### src/rtl/softmax_pkg.sv
// Shared types and constants for the softmax normalisation stage.
package softmax_pkg;

  typedef enum logic [1:0] {
    IDLE    = 2'd0,
    COLLECT = 2'd1,
    DIVIDE  = 2'd2,
    OUTPUT  = 2'd3
  } norm_state_t;

  localparam int unsigned FIXED_PNT_DEF = 8;
  localparam int unsigned ONE           = 1 << FIXED_PNT_DEF;

  // Sum of VEC_LEN non-negative words cannot exceed this width.
  function automatic int unsigned acc_width(input int unsigned data_w, input int unsigned vec_len);
    return data_w + $clog2(vec_len);
  endfunction

endpackage

### src/rtl/softmax_norm_seq_div.sv
// Restoring divider, one quotient bit per cycle; the first step runs in the start cycle.
module seq_div #(
  parameter int unsigned NUM_W = 24,
  parameter int unsigned DEN_W = 19,
  parameter int unsigned QUO_W = 9,
  parameter int unsigned OUT_W = 16
) (
  input  logic             clk,
  input  logic             rst,
  input  logic             start,
  input  logic [NUM_W-1:0] num,
  input  logic [DEN_W-1:0] den,
  output logic             done,
  output logic [OUT_W-1:0] quotient
);

  localparam int unsigned CNT_W = $clog2(QUO_W) + 1;

  logic             active_q, active_d;
  logic [CNT_W-1:0] cnt_q, cnt_d;
  logic [DEN_W-1:0] rem_q, rem_d;
  logic [QUO_W-1:0] low_q, low_d;
  logic [QUO_W-1:0] quo_q, quo_d;

  logic             run;
  logic [DEN_W-1:0] rem_in;
  logic [QUO_W-1:0] low_in;
  logic [QUO_W-1:0] quo_in;
  logic [CNT_W-1:0] cnt_in;
  logic [DEN_W:0]   trial;
  logic             qbit;
  logic [QUO_W-1:0] quo_next;

  // The quotient never exceeds QUO_W bits because num <= den << (QUO_W-1),
  // so the upper numerator bits seed the remainder directly.
  always_comb begin
    run      = start | active_q;
    rem_in   = start ? DEN_W'(num[NUM_W-1:QUO_W]) : rem_q;
    low_in   = start ? num[QUO_W-1:0] : low_q;
    quo_in   = start ? '0 : quo_q;
    cnt_in   = start ? '0 : cnt_q;
    trial    = {rem_in, low_in[QUO_W-1]};
    qbit     = 1'b0;
    active_d = active_q;
    cnt_d    = cnt_q;
    rem_d    = rem_q;
    low_d    = low_q;
    quo_d    = quo_q;
    done     = 1'b0;

    if (trial >= {1'b0, den}) begin
      qbit = 1'b1;
    end
    quo_next = {quo_in[QUO_W-2:0], qbit};

    if (run) begin
      rem_d    = qbit ? DEN_W'(trial - {1'b0, den}) : trial[DEN_W-1:0];
      low_d    = {low_in[QUO_W-2:0], 1'b0};
      quo_d    = quo_next;
      cnt_d    = cnt_in + CNT_W'(1);
      done     = (cnt_in == CNT_W'(QUO_W - 1));
      active_d = !done;
    end

    quotient = (den == '0) ? '0 : OUT_W'(quo_next);
  end

  always_ff @(posedge clk) begin
    if (rst) begin
      active_q <= 1'b0;
      cnt_q    <= '0;
      rem_q    <= '0;
      low_q    <= '0;
      quo_q    <= '0;
    end else begin
      active_q <= active_d;
      cnt_q    <= cnt_d;
      rem_q    <= rem_d;
      low_q    <= low_d;
      quo_q    <= quo_d;
    end
  end

endmodule

### src/rtl/softmax_norm.sv
// Softmax normalisation: buffers a vector, sums it, then emits each element / sum.
module softmax_norm
  import softmax_pkg::*;
#(
  parameter int unsigned DATA_WIDTH = 16,
  parameter int unsigned FIXED_PNT  = 8,
  parameter int unsigned VEC_LEN    = 8
) (
  input  logic                  clk,
  input  logic                  rst,
  input  logic                  in_valid,
  input  logic [DATA_WIDTH-1:0] in_data,
  output logic                  in_ready,
  output logic                  out_valid,
  output logic [DATA_WIDTH-1:0] out_data,
  output logic                  out_last,
  input  logic                  out_ready,
  output logic                  busy
);

  localparam int unsigned ACC_W = acc_width(DATA_WIDTH, VEC_LEN);
  localparam int unsigned IDX_W = $clog2(VEC_LEN);
  localparam int unsigned NUM_W = DATA_WIDTH + FIXED_PNT;
  localparam logic [IDX_W-1:0] LAST_IDX = IDX_W'(VEC_LEN - 1);

  norm_state_t state_q, state_d;
  logic [IDX_W-1:0]      wr_idx_q, wr_idx_d;
  logic [IDX_W-1:0]      rd_idx_q, rd_idx_d;
  logic [ACC_W-1:0]      acc_q, acc_d;
  logic                  in_ready_q, in_ready_d;
  logic                  out_valid_q, out_valid_d;
  logic [DATA_WIDTH-1:0] out_data_q, out_data_d;
  logic                  out_last_q, out_last_d;
  logic                  busy_q, busy_d;
  logic                  div_start_q, div_start_d;

  logic [DATA_WIDTH-1:0] vec_buf_q [VEC_LEN];
  logic                  buf_we;
  logic [IDX_W-1:0]      buf_widx;

  logic                  accept;
  logic [DATA_WIDTH-1:0] clamped;
  logic                  div_done;
  logic [DATA_WIDTH-1:0] div_quot;
  logic [NUM_W-1:0]      div_num;

  assign accept  = in_valid && in_ready_q;
  assign clamped = in_data[DATA_WIDTH-1] ? '0 : in_data;
  assign div_num = {vec_buf_q[rd_idx_q], {FIXED_PNT{1'b0}}};

  seq_div #(
    .NUM_W (NUM_W),
    .DEN_W (ACC_W),
    .QUO_W (FIXED_PNT + 1),
    .OUT_W (DATA_WIDTH)
  ) u_div (
    .clk      (clk),
    .rst      (rst),
    .start    (div_start_q),
    .num      (div_num),
    .den      (acc_q),
    .done     (div_done),
    .quotient (div_quot)
  );

  always_comb begin
    state_d    = state_q;
    wr_idx_d   = wr_idx_q;
    rd_idx_d   = rd_idx_q;
    acc_d      = acc_q;
    out_data_d = out_data_q;
    buf_we     = 1'b0;
    buf_widx   = wr_idx_q;

    unique case (state_q)
      IDLE: begin
        if (accept) begin
          buf_we   = 1'b1;
          buf_widx = '0;
          acc_d    = ACC_W'(clamped);
          wr_idx_d = IDX_W'(1);
          state_d  = COLLECT;
        end
      end
      COLLECT: begin
        if (accept) begin
          buf_we   = 1'b1;
          acc_d    = acc_q + ACC_W'(clamped);
          wr_idx_d = wr_idx_q + IDX_W'(1);
          if (wr_idx_q == LAST_IDX) begin
            rd_idx_d = '0;
            state_d  = DIVIDE;
          end
        end
      end
      DIVIDE: begin
        if (div_done) begin
          out_data_d = div_quot;
          state_d    = OUTPUT;
        end
      end
      OUTPUT: begin
        if (out_ready) begin
          if (rd_idx_q == LAST_IDX) begin
            state_d = IDLE;
          end else begin
            rd_idx_d = rd_idx_q + IDX_W'(1);
            state_d  = DIVIDE;
          end
        end
      end
      default: state_d = IDLE;
    endcase

    // Outputs are decoded from the next state so every port comes straight off a flop.
    in_ready_d  = (state_d == IDLE) || (state_d == COLLECT);
    out_valid_d = (state_d == OUTPUT);
    out_last_d  = (state_d == OUTPUT) && (rd_idx_d == LAST_IDX);
    busy_d      = (state_d != IDLE);
    div_start_d = (state_d == DIVIDE) && (state_q != DIVIDE);
  end

  always_ff @(posedge clk) begin
    if (rst) begin
      state_q     <= IDLE;
      wr_idx_q    <= '0;
      rd_idx_q    <= '0;
      acc_q       <= '0;
      in_ready_q  <= 1'b1;
      out_valid_q <= 1'b0;
      out_data_q  <= '0;
      out_last_q  <= 1'b0;
      busy_q      <= 1'b0;
      div_start_q <= 1'b0;
    end else begin
      state_q     <= state_d;
      wr_idx_q    <= wr_idx_d;
      rd_idx_q    <= rd_idx_d;
      acc_q       <= acc_d;
      in_ready_q  <= in_ready_d;
      out_valid_q <= out_valid_d;
      out_data_q  <= out_data_d;
      out_last_q  <= out_last_d;
      busy_q      <= busy_d;
      div_start_q <= div_start_d;
    end
  end

  always_ff @(posedge clk) begin
    if (buf_we) begin
      vec_buf_q[buf_widx] <= clamped;
    end
  end

  assign in_ready  = in_ready_q;
  assign out_valid = out_valid_q;
  assign out_data  = out_data_q;
  assign out_last  = out_last_q;
  assign busy      = busy_q;

endmodule

### config.mk
export PLATFORM = sky130hd
export DESIGN_NAME = softmax_norm
export DESIGN_NICKNAME = d
export VERILOG_FILES = /design/src/rtl/softmax_pkg.sv /design/src/rtl/softmax_norm_seq_div.sv /design/src/rtl/softmax_norm.sv
export SDC_FILE = /design/constraint.sdc
export NUM_CORES = 1
export LEC_CHECK = 0
export CAP_MARGIN = 20
export CELL_PAD_IN_SITES_DETAIL_PLACEMENT = 1
export CELL_PAD_IN_SITES_GLOBAL_PLACEMENT = 1
export CORE_MARGIN = 1.5
export CORE_UTILIZATION = 53
export CTS_CLUSTER_SIZE = 14
export DETAILED_ROUTE_END_ITERATION = 8
export HOLD_SLACK_MARGIN = 0.1
export PLACE_DENSITY_LB_ADDON = 0.25
export SYNTH_ARGS = -nofsm -noshare
export SYNTH_HDL_FRONTEND = slang
export SYNTH_SLANG_ARGS = --single-unit
### constraint.sdc
create_clock -name clk -period 9.7 [get_ports clk]
set_input_delay 1.94 -clock clk [delete_from_list [all_inputs] [get_ports clk]]
set_output_delay 1.94 -clock clk [all_outputs]
set_load 0.01 [all_outputs]
## Word level (Yosys, flattened, before mapping)

Memory sizes are Yosys's and may differ from the RTL's. A register that Yosys moved wholly into a read port is not among the register bits.
Cells that the tools add are included.

- Bitwise gates (word level): 1
- Shifts and indexed selects: 0
- Multiplexer cells: 34
- Multiply operators: 0
- Eq/ne operators: 13
- Add/sub/neg operators: 5
- Order comparisons: 1
- Reductions and logical operators: 13
- Divide/modulo/power cells: 0

Operator list:

| operator | number |
|---|---|
| $mux 19 | 4 |
| $pmux 19 s2 | 1 |
| $mux 3 | 9 |
| $ge 20x19->1 | 1 |
| $add 19x15->19 | 1 |
| $logic_not 19->1 | 1 |
| $sub 19x19->19 | 1 |
| $mux 9 | 2 |
| $mux 15 | 1 |
| $mux 2 | 6 |
| $pmux 3 s2 | 2 |
| $eq 3x3->1 const B | 3 |
| $eq 2x2->1 const B | 4 |
| $mux 8 | 1 |
| $pmux 2 s4 | 1 |
| $add 3x1->3 const B | 2 |
| $mux 1 | 6 |
| $ne 2x2->1 const B | 3 |
| $add 5x1->5 const B | 1 |
| $eq 5x4->1 const B | 1 |
| $mux 5 | 1 |
| $eq 2x1->1 const B | 2 |
| $logic_not 2->1 | 2 |
| $reduce_bool 2->1 | 2 |
| other kinds (7) | 9 |

- RAM bits: 120
- Latch bits: 0
- Bits in registers: 89
- Memory bits (read-only): 0
- Input port bits: 20
- Memories: 1
- Output and inout port bits: 20
- Logic and storage cells: 83

Memories:

| memory | words | width | rd ports | clocked after Yosys merged registers in | write ports | line | source |
|---|---|---|---|---|---|---|---|
| vec_buf_q | 8 | 15 | 1 | 1 | 1 | softmax_norm.sv:37 | `logic [DATA_WIDTH-1:0] vec_buf_q [VEC_LEN];` |

## Logic depth before layout (Yosys ltp)

Gate-level depths: netlist (run 1).

- Word-level depth: 7
- Depth in mapped cells: 16
- Depth with buffers taken out: 14

## Hierarchy

A second synthesis (run 1) with hierarchy kept.

- Cell total of the unflattened synthesis: 945
- Area, all modules: 10596.4 sq um

Modules (own cells, without submodules):

| module | instances | area each (sq um) | sequential area each (sq um) | cells each |
|---|---|---|---|---|
| softmax_norm | 1 | 7432.1 | 4564.4 | 554 |
| seq_div | 1 | 3164.3 | 820.8 | 391 |

## Worst setup path before layout (run 1)

No wires, ideal clock.

- Path kind: input to register
- From: input in_valid
- To: memory vec_buf_q[2][0] (netlist bit) (enable)
- Buffers on the path: 1
- Setup slack: 5172 ps
- Required time: 9274 ps
- Arrival: 4103 ps
- Library setup time: 426 ps
- Cell stages on the path: 5
- Cell sequence: nand2_1 nor2_1 clkbuf_1 nand2_1 nor4_1

- Longest elaborated chain between the ends: 5
- Elaborated cells on any way between the ends: 7
- Those cells by class: mux: 6; reduce/logical: 1

Ends and longest elaborated chain:

| item | line | source |
|---|---|---|
| from (decl) | softmax_norm.sv:11 | `input logic in_valid,` |
| $logic_and 1x1->1 (*) | softmax_norm.sv:47 | `assign accept = in_valid && in_ready_q;` |
| $mux 1 | softmax_norm.sv:77, softmax_norm.sv:86 |  |
| $mux 1 | n/a |  |
| $mux 1 | softmax_norm.sv:150 | `if (buf_we) begin` |
| $mux 1 (not written as such) | softmax_norm.sv:151 | `vec_buf_q[buf_widx] <= clamped;` |
| to (decl) | softmax_norm.sv:37 |  |

Every way passes the cells marked *; elsewhere a longest branch is shown, timed or not.

## Worst setup path after layout (run 1)

- From: input in_data[15]
- To: register acc_q[18]

- Longest elaborated chain between the ends: 4

Ends and longest elaborated chain:

| item | line | source |
|---|---|---|
| from (decl) | softmax_norm.sv:12 | `input logic [DATA_WIDTH-1:0] in_data,` |
| $mux 15 | softmax_norm.sv:48 | `assign clamped = in_data[DATA_WIDTH-1] ? '0 : in_data;` |
| named net clamped[0] | softmax_norm.sv:42 | `logic [DATA_WIDTH-1:0] clamped;` |
| $add 19x15->19 | softmax_norm.sv:88 | `acc_d = acc_q + ACC_W'(clamped);` |
| $mux 19 | softmax_norm.sv:86 | `if (accept) begin` |
| $pmux 19 s2 | softmax_norm.sv:75 | `unique case (state_q)` |
| to (signal assigned) | softmax_norm.sv:128 | `acc_q <= '0;` |
| to (signal assigned) | softmax_norm.sv:139 | `acc_q <= acc_d;` |
| to (decl) | softmax_norm.sv:29 | `logic [ACC_W-1:0] acc_q, acc_d;` |

The timed path passes the listed nets, and every way through them passes these cells. The select of a mux whose other input is x is not followed.
A chain may end at the register's enable or synchronous reset.

==> run metrics, run 1 <==
outcome finished, final reports clean; fin util 61.7%; asr flop ratio synth 0%; Fmax 0.189 GHz; CTS Buffer Depth 2; Seq/Total Area, Yosys 53.7%; Fin. Hold Viols 0; type of the worst setup path input pin to register; vias in the first global route 7141; largest net degree at the start of global routing 48; final slew viol count 0; #FFs+latches synth 194; Row Count 48; endpoints failing setup 0; max-cap violation count 0; worst-path maximum fanout 15; WHS 0.453 ns; first-pass GRT wire length 40400 microns; I/O pins 40; Setup Skew 0.0125 ns; DRT Wirelength 26000 microns; area leader, netlist edfxtp_1; minimum clock period 5.28 ns; Post-synth EDFFs 120; worst slew pin tran 1.14 ns; Die Y 137 microns; Max transition margin 24.0%; Routed Antenna Nets 0; Hold Buf Count CTS 0; number of diodes 0; Nets 899; LEAKAGE 3.73 nW; clock root buffer clkbuf_16; area grow syn2layout 13.1%; Tot GR Track Use 29.6%; total iterations of the first detailed-routing run 4; CTS resizes 0; die area 18700 sq um; Synth top area share 38.1%; clock latency at the later pin of the worst-skew pair 0.45 ns; initial antenna violation count 0; Core Area 17400 sq um; Mapped Cells 813; DRC viols 0; GRT overflow 0; Die W 137 microns; GP Congestion 0.893; CP endpoint kind register; Via Count 6743; Yosys Warn Count 0; Synth top cells by count edfxtp_1, nor2_1, dfxtp_1; Setup crit start kind input pin; count of cell types in the netlist 64; Worst Path Required 10.04 ns; share of post-route cells with drive strength above 1 11.3%; most common cell in the synthesized netlist edfxtp_1; Syn Area/Cell 11.6 sq um; Worst-path clk slew 0.08 ns; synth top area cells edfxtp_1, dfxtp_1, mux4_2; wire per inst 24.2 microns; DRT iter0 DRCs 451; starting density of the core 54.5%; filler cell count 1741; Mapped Area 9460 sq um; clk sinks 194; postcts setup bufs 0; HPWL after detailed placement 17200 microns; number of buffers created by CTS 17; arrival time worst endpoint 5.62 ns; P per Cell Area 170 nW/um^2; H-tree depth 4; post-DR vias/cell 6.27; RSZ-0062 raised after global routing no; CTS tree yes; port bufs 32; TNS Setup 0 ns; Hold WC Path Type register to register; post-route clock period utilization 54.4%; predominant post-synthesis flop cell edfxtp_1; VDD IR-drop max 0.133 mV
## kinds of logic (layout without fill, tap and decap cells)
logic type	count (synthesis)	in the layout	synth area share, %
and+or+nand+nor	226	226	11.2
DFF	194	194	53.7
AOI/OAI and AO/OA	176	176	12.2
buffers and inverters	79	111	3.53
muxes	66	66	11.0
adders and majority gates	41	41	5.58
xor gates and xnor gates	30	30	2.78
other	1	7	0.0396
## layer usage
layer / vias up / track usage (%) / part of all wire, %
li1: 3071 / - / -
met1: 3428 / 37.6 / 42
met2: 195 / 49.8 / 51
met3: 49 / 6.00 / 5.2
met4: 0 / 12.0 / 2.4
met5: - / 0 / 0
## stage by stage
step | instances | setup WS, ns | area (sq um) | total power [mW]
floorplan | 819 | 5.17 | 9490 | 1.04
global placement | 1042 | 4.25 | 10000 | 1.08
detailed placement | 1043 | 4.06 | 10000 | 1.09
CTS | 1075 | 4.47 | 10700 | 1.82
global route | 1076 | 4.18 | 10700 | 1.87
finish | 1076 | 4.42 | 10700 | 1.82
## power by group
group	internal [mW]	switching [mW]
Sequential	0.886	0.0136
Combinational	0.0704	0.106
Clock	0.362	0.381
## sequential cells by signal (all words and copies together), names as in the netlist, 2 cells and up
register     flops
acc_q           19
out_data         9
rd_idx_q         3
state_q          2
u_div.cnt_q      5
u_div.quo_q      8
u_div.rem_q     19
vec_buf_q      120
wr_idx_q         3
## cells in the final DEF, fill, tap and decap left out, drive strengths merged, types with 32 or more instances in the layout
| master | synthesis | layout |
|---|---|---|
| a21oi | 50 | 50 |
| clkdlybuf4s50 | 0 | 32 |
| dfxtp | 74 | 74 |
| edfxtp | 120 | 120 |
| ha | 39 | 39 |
| inv | 32 | 42 |
| mux2i | 35 | 35 |
| nand2 | 61 | 61 |
| nor2 | 78 | 78 |
| o21ai | 38 | 38 |
## final timing paths
path	start	end	slack, ns	cells after the start
worst max-delay path	in_data[15]	acc_q[18]	4.42	12
worst min-delay path	u_div.rem_q[9]	u_div.rem_q[9]	0.45	2
worst max register to register	rd_idx_q[0]	u_div.rem_q[13]	4.95	15
worst min register to register	u_div.rem_q[9]	u_div.rem_q[9]	0.45	2
## cell type report
cell class	instances	area, sq um	share of cell area, %
inverters	32	120	1.12
repair buffers	47	460	4.30
multi-input cells	546	4120	38.5
clock buffers	17	425	3.97
flip-flops and latches	194	5090	47.5
clock inverters	15	208	1.94
well taps	225	282	2.63
## critical path: stages
cell and delay [ns]:
clkdlybuf4s50_1 0.85, nor2b_1 0.31, ha_1 0.33, fa_1 0.46
a211oi_1 0.36, o21ai_1 0.16, a21oi_1 0.29, o211ai_1 0.19
a41oi_1 0.35, nor4_1 0.12, xnor2_1 0.18, nor2_1 0.06
No activity file was read; power rests on OpenSTA's default activity.
==> run 2, diff against run 1 <==
CORE_UTILIZATION = 45   (was 53)
clock period = 4.74 ns   (was 9.7 ns; I/O delays follow)
==> run 2 against run 1 <==
Net effect: sequential share of layout area decreased by 0.68 points; sequential cell count unchanged; critical path depth increased by 3; clock power increased by 97%; non-clock buffer count increased by 19; hold slack got worse by 0.00089 ns; wire length decreased by 3.6%; utilization decreased by 8.5 points; combinational power increased by 110%; critical endpoint is now u_div.rem_q[13].
==> run metrics, run 2 (synthesis gave the netlist of run 1 again) <==
Worst Path Required 5.08 ns (-4.96 ns); post-route clock period utilization 91.9%; P per Cell Area 337 nW/um^2 (+98%); postcts setup bufs 0 (unchanged); Setup WS post-layout 0.385 ns (-4.04 ns); CP endpoint kind register; dpl ws 0.210 ns (-3.85 ns); Hold Path Sink u_div.rem_q[5]; fin area 10900 sq um (+1.5%); RSZ-0062 raised after global routing no; type of the worst setup path register to register; dpl cells 1108 (+6.2%); Largest Register vec_buf_q; area taken by flip-flops and latches 5090 sq um (unchanged); H-tree depth 4 (unchanged); Max transition margin 34.0% (+10 points); post-DR vias/cell 5.85 (-6.6%); die area 21900 sq um (+17%); first-pass GRT wire length 39600 microns (-2.0%); max-cap violation count 0 (unchanged); minimum clock period 4.36 ns; Final Non-Filler Cells 1142 (+6.1%); VDD IR-drop max 0.251 mV (+89%); starting density of the core 46.3% (-8.2 points); worst hold start u_div.rem_q[5]; most frequent cells in the layout edfxtp_1, nor2_1, dfxtp_1; RR Startpoint rd_idx_q[0]; clock root buffer clkbuf_16; initial antenna violation count 2 (+2); CTS Buffer Depth 2 (unchanged); largest net degree at the start of global routing 48 (unchanged); I/O pins 40 (unchanged); clk sinks 194 (unchanged); area grow syn2layout 14.8%; Routed Antenna Nets 0 (unchanged); DRT iter0 DRCs 358 (-21%); endpoints failing setup 0 (unchanged); LEAKAGE 3.81 nW (+2.3%); number of buffers created by CTS 17 (unchanged); Via Count 6682 (-0.90%); CTS tree yes; fin util 53.2% (-8.5 points); flop-to-flop setup slack 0.38 ns (-4.57 ns); Core Area 20400 sq um (+18%); wire per inst 22.0 microns (-9.2%); worst flop-to-flop path endpoint u_div.rem_q[13]; filler cell count 2121 (+22%); Hold Path Depth 2 (unchanged); DP Area 10200 sq um (+2.0%); Worst-path clk slew 0.08 ns (about the same); Hold WC Path Type register to register; TNS Setup 0 ns (unchanged); Fmax 0.230 GHz; share of post-route cells with drive strength above 1 13.1% (+1.8 points); R2R cell count 15 (unchanged); total iterations of the first detailed-routing run 4 (unchanged); Nets 918 (+2.1%); DRT Wirelength 25100 microns (-3.6%); outcome finished, final reports clean; Row Count 52 (+8.3%); top flop regs vec_buf_q x120, acc_q x19, u_div.rem_q x19; Die Y 148 microns (+8.3%); port bufs 32 (unchanged); HPWL after detailed placement 17600 microns (+2.1%); worst-path maximum fanout 10 (-5); DRC viols 0 (unchanged); max FFs per register 120 (unchanged); worst slew pin tran 0.990 ns (-0.148 ns); vias in the first global route 7130 (-0.15%); Fin. Hold Viols 0 (unchanged); clock latency at the later pin of the worst-skew pair 0.45 ns (about the same); final slew viol count 0 (unchanged); GRT overflow 0 (unchanged); Die W 148 microns (+8.3%); GP Congestion 0.864 (-3.2%); arrival time worst endpoint 4.70 ns (-0.92 ns); most common cell after layout, fill and taps aside edfxtp_1; Setup Skew 0.0115 ns (-0.000993 ns); Multi-input gate area 4110 sq um (-0.39%); Tot GR Track Use 24.0% (-5.6 points); Setup crit start kind register
-- run 2: cell types whose count changed in the layout (fill, tap and decap cells not counted), sizes merged --
cell           previous run  this run
clkinv                    4         7
inv                      42        39
diode                     0         2
clkdlybuf4s50            32        31
clkbuf                   17        18
buf                      15        35
clkinvlp                  1         0
-- run 2: area by class of cell --
| class | instances | area share [%] |
|---|---|---|
| inverter | 32 | 1.11 |
| multi-input combinational | 546 | 37.8 |
| timing repair buffer | 66 | 5.48 |
| sequential | 194 | 46.8 |
| clock buffer | 18 | 3.95 |
| clock inverter | 14 | 1.66 |
| antenna | 2 | 0.0461 |
| tap | 270 | 3.11 |
-- run 2: critical path, stage by stage (launching register included) --
cell and delay [ns]:
dfxtp_2 0.48, buf_4 0.27, mux4_2 0.51, mux2i_1 0.22
nor2_1 0.07, a21oi_1 0.28, inv_1 0.08, ha_1 0.30
nor2b_4 0.13, o31a_1 0.28, o41a_1 0.36, o41a_4 0.41
a311oi_2 0.31, xnor2_1 0.15, mux2i_1 0.10, a211oi_1 0.28
-- run 2: layer usage --
layer,GRT usage [%],routed length (microns)
met2,39.5,12200
met5,0,0
met3,4.94,1150
met1,31.5,11100
met4,8.86,560
-- run 2: metrics by stage --
stage	power, mW	hold WS [ns]
finish	3.66	0.453
global route	3.77	0.481
CTS	3.68	0.452
detailed placement	2.23	0.442
global placement	2.21	0.440
floorplan	2.12	0.429
-- run 2: how the worst max path moves through the flow --
| stage | startpoint | to | depth (start not counted) |
|---|---|---|---|
| after CTS | rd_idx_q[0] | u_div.rem_q[2] | 14 |
| final | rd_idx_q[0] | u_div.rem_q[13] | 15 |
| after floorplan | rd_idx_q[0] | u_div.rem_q[13] | 16 |
| after detailed placement | in_data[15] | acc_q[10] | 11 |
| after global routing | rd_idx_q[0] | u_div.rem_q[13] | 15 |
| after global placement | in_data[15] | acc_q[14] | 10 |
-- run 2: repair_timing --
item                                    in CTS  in global routing
resized for setup                            0                  1
hold endpoints to repair                     0                  0
hold buffers                                 0                  0
endpoints found under the setup margin       0                  6
-- run 2: power by group --
| part | leakage, nW | switching [mW] | internal, mW |
|---|---|---|---|
| clock | 0.294 | 0.744 | 0.720 |
| combinational | 1.81 | 0.216 | 0.150 |
| sequential | 1.71 | 0.0198 | 1.81 |
